$ cat src/rtl/sort_seq_pkg.sv
// Shared definitions for the sequential sorter.
//   state_t    : FSM state encoding (LOAD / SORT / DRAIN)
//   ELEM_W     : element width, fixed by the 4-bit comparator
//   idx_width(): width of an index that addresses DEPTH entries
package sort_seq_pkg;

  localparam int ELEM_W = 4;

  typedef enum logic [1:0] {
    LOAD  = 2'd0,
    SORT  = 2'd1,
    DRAIN = 2'd2
  } state_t;

  // Never narrower than one bit, so DEPTH = 2 still gets a usable index.
  function automatic int idx_width(input int depth);
    return (depth <= 2) ? 1 : $clog2(depth);
  endfunction

endpackage

$ cat src/rtl/sort_seq_ctrl_cmp.sv
// 4-bit unsigned magnitude comparator, shared by every compare step.
//   a, b           : operands
//   a_maior_que_b  : a > b
//   a_menor_que_b  : a < b
//   a_igual_b      : a == b
module comparator_4bit_struct
  import sort_seq_pkg::*;
(
  input  logic [ELEM_W-1:0] a,
  input  logic [ELEM_W-1:0] b,
  output logic              a_maior_que_b,
  output logic              a_menor_que_b,
  output logic              a_igual_b
);

  assign a_maior_que_b = (a > b);
  assign a_menor_que_b = (a < b);
  assign a_igual_b     = (a == b);

endmodule

$ cat src/rtl/sort_seq_ctrl.sv
// Sequential bubble sorter: loads DEPTH elements over a valid/ready stream,
// sorts them in place with one compare/swap per cycle through a single
// shared comparator, then streams the result out.
//   clk, rst              : clock, synchronous active-high reset
//   in_valid/in_ready     : input handshake, in_data element, desc order
//   out_valid/out_ready   : output handshake, out_data element, out_last
//   busy                  : sorting or draining
//   swap_count            : swaps done by the most recent sort (saturating)
module sort_seq_ctrl
  import sort_seq_pkg::*;
#(
  parameter int DEPTH = 4
) (
  input  logic              clk,
  input  logic              rst,
  input  logic              in_valid,
  output logic              in_ready,
  input  logic [ELEM_W-1:0] in_data,
  input  logic              desc,
  output logic              out_valid,
  input  logic              out_ready,
  output logic [ELEM_W-1:0] out_data,
  output logic              out_last,
  output logic              busy,
  output logic [7:0]        swap_count
);

  localparam int            IW        = idx_width(DEPTH);
  localparam logic [IW-1:0] LAST_IDX  = IW'(DEPTH - 1);
  localparam logic [IW-1:0] LAST_PASS = IW'(DEPTH - 2);

  state_t            state_r, state_next_s;
  logic [ELEM_W-1:0] mem_r [DEPTH];
  logic [IW-1:0]     load_idx_r, j_r, pass_r, out_idx_r;
  logic              desc_r, pass_swapped_r;

  logic [IW-1:0]     j_next_s, out_idx_next_s, pass_end_j_s;
  logic [ELEM_W-1:0] cmp_a_s, cmp_b_s;
  logic              a_gt_s, a_lt_s, a_eq_s;
  logic              accept_in_s, do_swap_s, pass_end_s, sort_done_s;

  assign j_next_s       = j_r + IW'(1);
  assign out_idx_next_s = out_idx_r + IW'(1);
  // Each pass leaves its largest (or smallest) element parked at the end,
  // so the compare window shrinks by one per pass.
  assign pass_end_j_s   = LAST_PASS - pass_r;

  assign in_ready = (state_r == LOAD) && !rst;

  // Operand mux: the comparator always looks at the adjacent pair at j.
  assign cmp_a_s = mem_r[j_r];
  assign cmp_b_s = mem_r[j_next_s];

  comparator_4bit_struct u_cmp (
    .a             (cmp_a_s),
    .b             (cmp_b_s),
    .a_maior_que_b (a_gt_s),
    .a_menor_que_b (a_lt_s),
    .a_igual_b     (a_eq_s)
  );

  // Next-state and per-cycle control decode.
  always_comb begin
    state_next_s = state_r;
    accept_in_s  = 1'b0;
    do_swap_s    = 1'b0;
    pass_end_s   = 1'b0;
    sort_done_s  = 1'b0;
    case (state_r)
      LOAD: begin
        accept_in_s = in_valid;
        if (in_valid && (load_idx_r == LAST_IDX)) begin
          state_next_s = SORT;
        end else begin
          state_next_s = LOAD;
        end
      end
      SORT: begin
        // Equal pairs never swap, which keeps the sort stable.
        do_swap_s  = !a_eq_s && (desc_r ? a_lt_s : a_gt_s);
        pass_end_s = (j_r == pass_end_j_s);
        // A pass with no swap (including this cycle's) proves the array sorted.
        if (pass_end_s && (!(pass_swapped_r || do_swap_s) || (pass_r == LAST_PASS))) begin
          sort_done_s  = 1'b1;
          state_next_s = DRAIN;
        end else begin
          state_next_s = SORT;
        end
      end
      DRAIN: begin
        if (out_valid && out_ready && out_last) begin
          state_next_s = LOAD;
        end else begin
          state_next_s = DRAIN;
        end
      end
      default: begin
        state_next_s = LOAD;
      end
    endcase
  end

  // State register.
  always_ff @(posedge clk) begin
    if (rst) begin
      state_r <= LOAD;
    end else begin
      state_r <= state_next_s;
    end
  end

  // Element storage: written by loads and by swaps; contents are don't-care after reset.
  always_ff @(posedge clk) begin
    if (!rst && accept_in_s) begin
      mem_r[load_idx_r] <= in_data;
    end else if (!rst && (state_r == SORT) && do_swap_s) begin
      mem_r[j_r]      <= cmp_b_s;
      mem_r[j_next_s] <= cmp_a_s;
    end
  end

  // Indices, sort bookkeeping and registered outputs.
  always_ff @(posedge clk) begin
    if (rst) begin
      load_idx_r     <= '0;
      j_r            <= '0;
      pass_r         <= '0;
      pass_swapped_r <= 1'b0;
      out_idx_r      <= '0;
      desc_r         <= 1'b0;
      out_valid      <= 1'b0;
      out_last       <= 1'b0;
      out_data       <= '0;
      busy           <= 1'b0;
      swap_count     <= 8'd0;
    end else begin
      busy <= (state_next_s != LOAD);

      if (accept_in_s) begin
        load_idx_r <= (load_idx_r == LAST_IDX) ? '0 : (load_idx_r + IW'(1));
        // First beat of a batch fixes the order and starts a fresh swap tally.
        if (load_idx_r == '0) begin
          desc_r     <= desc;
          swap_count <= 8'd0;
        end
      end

      if (state_r == SORT) begin
        if (do_swap_s && (swap_count != 8'hFF)) begin
          swap_count <= swap_count + 8'd1;
        end
        if (pass_end_s) begin
          j_r            <= '0;
          pass_swapped_r <= 1'b0;
          pass_r         <= sort_done_s ? '0 : (pass_r + IW'(1));
        end else begin
          j_r            <= j_next_s;
          pass_swapped_r <= pass_swapped_r | do_swap_s;
        end
      end

      if (state_r == DRAIN) begin
        if (!out_valid) begin
          // First cycle in DRAIN presents element 0.
          out_valid <= 1'b1;
          out_data  <= mem_r[out_idx_r];
          out_last  <= (out_idx_r == LAST_IDX);
        end else if (out_ready) begin
          if (out_last) begin
            out_valid <= 1'b0;
            out_last  <= 1'b0;
            out_idx_r <= '0;
          end else begin
            out_idx_r <= out_idx_next_s;
            out_data  <= mem_r[out_idx_next_s];
            out_last  <= (out_idx_next_s == LAST_IDX);
          end
        end
      end
    end
  end

endmodule

$ cat config.mk
export PLATFORM = sky130hd
export DESIGN_NAME = sort_seq_ctrl
export DESIGN_NICKNAME = d
export VERILOG_FILES = /design/src/rtl/sort_seq_pkg.sv /design/src/rtl/sort_seq_ctrl_cmp.sv /design/src/rtl/sort_seq_ctrl.sv
export SDC_FILE = /design/constraint.sdc
export NUM_CORES = 1
export LEC_CHECK = 0
export BUFFER_PORTS_ARGS = -buffer_cell sky130_fd_sc_hd__buf_4
export CAP_MARGIN = 20
export CORE_ASPECT_RATIO = 2
export CORE_MARGIN = 2
export CORE_UTILIZATION = 59
export CTS_CLUSTER_SIZE = 30
export DETAILED_ROUTE_END_ITERATION = 7
export GPL_TIMING_DRIVEN = 0
export PLACE_DENSITY = 0.79
export SYNTH_ARGS = -nofsm -noshare
export SYNTH_HDL_FRONTEND = slang
export SYNTH_SLANG_ARGS = --single-unit
$ cat constraint.sdc
create_clock -name clk -period 5.27 [get_ports clk]
set_input_delay 0.527 -clock clk [delete_from_list [all_inputs] [get_ports clk]]
set_output_delay 0.527 -clock clk [all_outputs]
set_load 0.03 [all_outputs]
==> flow_summary.yaml <==
sta:
  final_max_slew_viol_count: 0
  period_share_pct: 91.8
  hold_violations: 0
  max_slew.worst_pin.slew_ns: 0.613
  clock_skew_ns: 0.00329
  clock.fmax_mhz: 207
  rsz0062_at_grt: "no"
  setup-tns-final_ns: 0
  slew_headroom_pct: 59.2
  period_minus_slack_ns: 4.84
  setup_viol: 0
  fin_ws_ns: 0.432
floorplan:
  dieWidth_um: 52.9
  start_util_pct: 61.4
  die_h_um: 102
  die_area_mm2: 0.00539
  core_area_mm2: 0.00460
  std_cell_rows: 35
  io_pins: 25
logic_synthesis:
  synth_adder_area_share_pct: 6.20
  synth_common_cells: "a21oi_1, dfxtp_1, nor2_1, mux2i_1"
  synthMuxAreaShare_pct: 20.6
  postSynthCellCount: 283
  yosys.area_share.simple_pct: 15.8
  synth_top_family_by_area: "multiplexers"
  synth_seq_area_share_pct: 39.0
  synth.area.top_cells: "dfxtp_1, edfxtp_1, mux4_2"
  syn_avg_cell_area_um2: 9.98
  synth_edf_count: 16
  synth_nets: 306
  synth_xor_area_share_pct: 0.930
  synthArstFlopShare_pct: 0
  synth.cell_area_mm2: 0.00283
  yosys_warnings: 0
  synth_seq_cells: 47
  synth-compound-area-share_pct: 13.4
  synth_most_common_cell: "a21oi_1"
  ys_types: 43
  synth_ff_type: "dfxtp_1"
  post-synth-top-area-fraction_pct: 22.0
  yosysTopAreaCell: "dfxtp_1"
global_route:
  busiest_layer: "met2"
  grt-ovfl-total: 0
  use_met3_pct: 3.51
  antenna_found_initial: 0
  grt_use_met1_pct: 27.0
  grt_pass1_vias: 2267
  grtUsageMet2_pct: 52.3
  grtUsageTotal_pct: 27.5
  grt_pass1_wl_um: 10700
  grt_start_max_net_pins: 14
critical_path:
  critPathArrivalTime_ns: 4.86
  worst_setup_path_start_kind: "flip-flop"
  worst_setup_path_end_kind: "flip-flop"
  cp_slowest_cell: "mux4_2"
  crit_type: "reg -> reg"
  worst-path-max-fanout: 10
  critPathMaxStageDelay_ns: 0.63
  required_ns: 5.29
  rr_startpoint: "j_r[0]"
  startpoint: "j_r[0]"
  path_cells: "clkbuf_1 -> inv_1 -> ha_1 -> clkbuf_1 -> mux4_2 -> inv_1 -> ha_1 -> nor2b_1 -> o211ai_1 -> nand4_1 -> a211oi_2 -> buf_2 -> o21ai_0 -> o41ai_1 -> clkdlybuf4s18_2"
min_path:
  hp-start: "desc"
  hold_path.class: "in -> reg"
cts:
  cts_tree: "yes"
  clk_pin_slew_worst_paths_ns: 0.08
  htreeDepth: 2
  clk_latency_ns: 0.30
  max-clock-path-buffers: 2
  ctsRootBufferMaster: "clkbuf_8"
  cts_sinks: 47
  tritoncts.num_buffers: 5
  cts_setup_buffers: 0
power:
  p_leak_nw: 1.17
  power.internal_w: 0.000528
  power_density_mw_per_mm2: 216
  swShare_pct: 23.5
  power_switching_w: 0.000162
  pwr-share-seq_pct: 55.9
  peakVddDrop_mv: 0.199
  comb_power_share_pct: 9.1
  clock_power_share_pct: 35.0
layout:
  finish.utilization_pct: 69.3
  area_delta_synth_final_pct: 12.8
  diodes: 0
  nNetsFinal: 338
  fillers: 372
  seqCellArea_mm2: 0.00110
  layout-drive-gt1-share_pct: 17.5
  multi_input_area_mm2: 0.00162
  final_cell_area_mm2: 0.00319
place:
  dp.final_hpwl_um: 5210
  gp_congestion: 0.898
  placement.cell_area_mm2: 0.00308
  port_buffers: 24
  dp_worst_setup_slack_ns: 0.389
detailed_routing:
  drc_errors: 0
  drt_iter0_markers: 91
  dr.pass1.iters: 4
  viasPerCell: 6.26
  vias: 2315
  ant_nets: 0
  wl_um: 6650
  wl_per_cell_um: 18.0
job:
  maxCapViolCount: 0
status:
  run_status: "complete, no violations"
-- through the flow --
stage / power [W] / instances / hold WS (ns)
final: 0.000690 / 370 / 0.470
after global routing: 0.000715 / 370 / 0.485
after CTS: 0.000689 / 370 / 0.473
after detailed placement: 0.000456 / 363 / 0.483
after global placement: 0.000453 / 362 / 0.478
after floorplan: 0.000434 / 283 / 0.462
-- layout by cell type, fill, tap and decap left out, drive strengths merged, types with 2 or more instances in the layout --
cell / netlist / layout
mux4: 16 / 16
mux2: 2 / 2
nor3: 7 / 7
or3: 4 / 4
nand3: 13 / 13
nor2b: 2 / 2
and4: 2 / 2
a211oi: 8 / 8
o22ai: 2 / 2
edfxtp: 16 / 16
o21ai: 6 / 6
nand2: 15 / 15
xnor2: 3 / 3
nand4: 3 / 3
buf: 6 / 30
mux2i: 20 / 20
ha: 14 / 14
nor2: 29 / 29
or3b: 2 / 2
dfxtp: 31 / 31
clkbuf: 7 / 14
o211ai: 2 / 2
a21oi: 36 / 36
a31oi: 3 / 3
a211o: 2 / 2
inv: 14 / 14
nand2b: 6 / 6
-- area by class of cell --
cell class | count | share of cell area (%)
clock buffers | 7 | 3.10
repair buffers | 25 | 5.97
well taps | 55 | 2.16
inverters | 15 | 1.77
flip-flops and latches | 47 | 34.5
multi-input cells | 208 | 50.7
plain buffers | 13 | 1.81
-- path summary, 6_finish.rpt --
path / end / slack (ns) / cells past startpoint
max: mem_r[0][1] / 0.43 / 15
min: desc_r / 0.47 / 3
max reg2reg: mem_r[0][1] / 0.43 / 15
min reg2reg: pass_swapped_r / 0.50 / 2
-- flip-flops by register name, summed over array words and instances (netlist names), named ones only --
signal / cells
pass_r: 2
mem_r: 16
j_r: 2
out_last: 1
swap_count: 8
pass_swapped_r: 1
desc_r: 1
out_data: 4
load_idx_r: 2
busy: 1
out_valid: 1
state_r: 2
out_idx_r: 2
-- cell families after synthesis --
family / count (synthesis)
muxes: 38
and+or+nand+nor: 89
buffers and inverters: 28
DFF: 47
xor gates and xnor gates: 3
AOI/OAI and AO/OA: 64
adders and majority gates: 14
-- critical path, delay by kind of cell (launching register included) --
family | cells | cell delay, ns
buf+inv | 6 | 1.66
compound gates | 4 | 0.93
mux | 1 | 0.63
fa+ha+maj | 2 | 0.57
simple gates | 2 | 0.39
flops | 1 | 0.37
-- power groups by stage --
stage	Clock (W)	Sequential (W)	Combinational (W)
2_1_floorplan	0	0.000392	0.0000422
3_3_place_gp	0	0.000394	0.0000595
3_5_place_dp	0	0.000394	0.0000618
4_1_cts	0.000242	0.000385	0.0000622
5_1_grt	0.000258	0.000386	0.0000699
6_report	0.000241	0.000386	0.0000628
-- routing by layer --
layer / vias to the layer above / part of all wire, % / routed length [um]
met4: 0 / 4.4 / 290
met1: 1098 / 34 / 2290
met3: 18 / 3.5 / 236
li1: 1121 / - / -
met5: - / 0 / 0
met2: 78 / 58 / 3840
-- repair_timing --
action	4_1_cts	5_1_grt
hold buffers	0	0
resized for setup	0	2
setup endpoints to repair	0	5
Power figures use the tool's default switching activity.
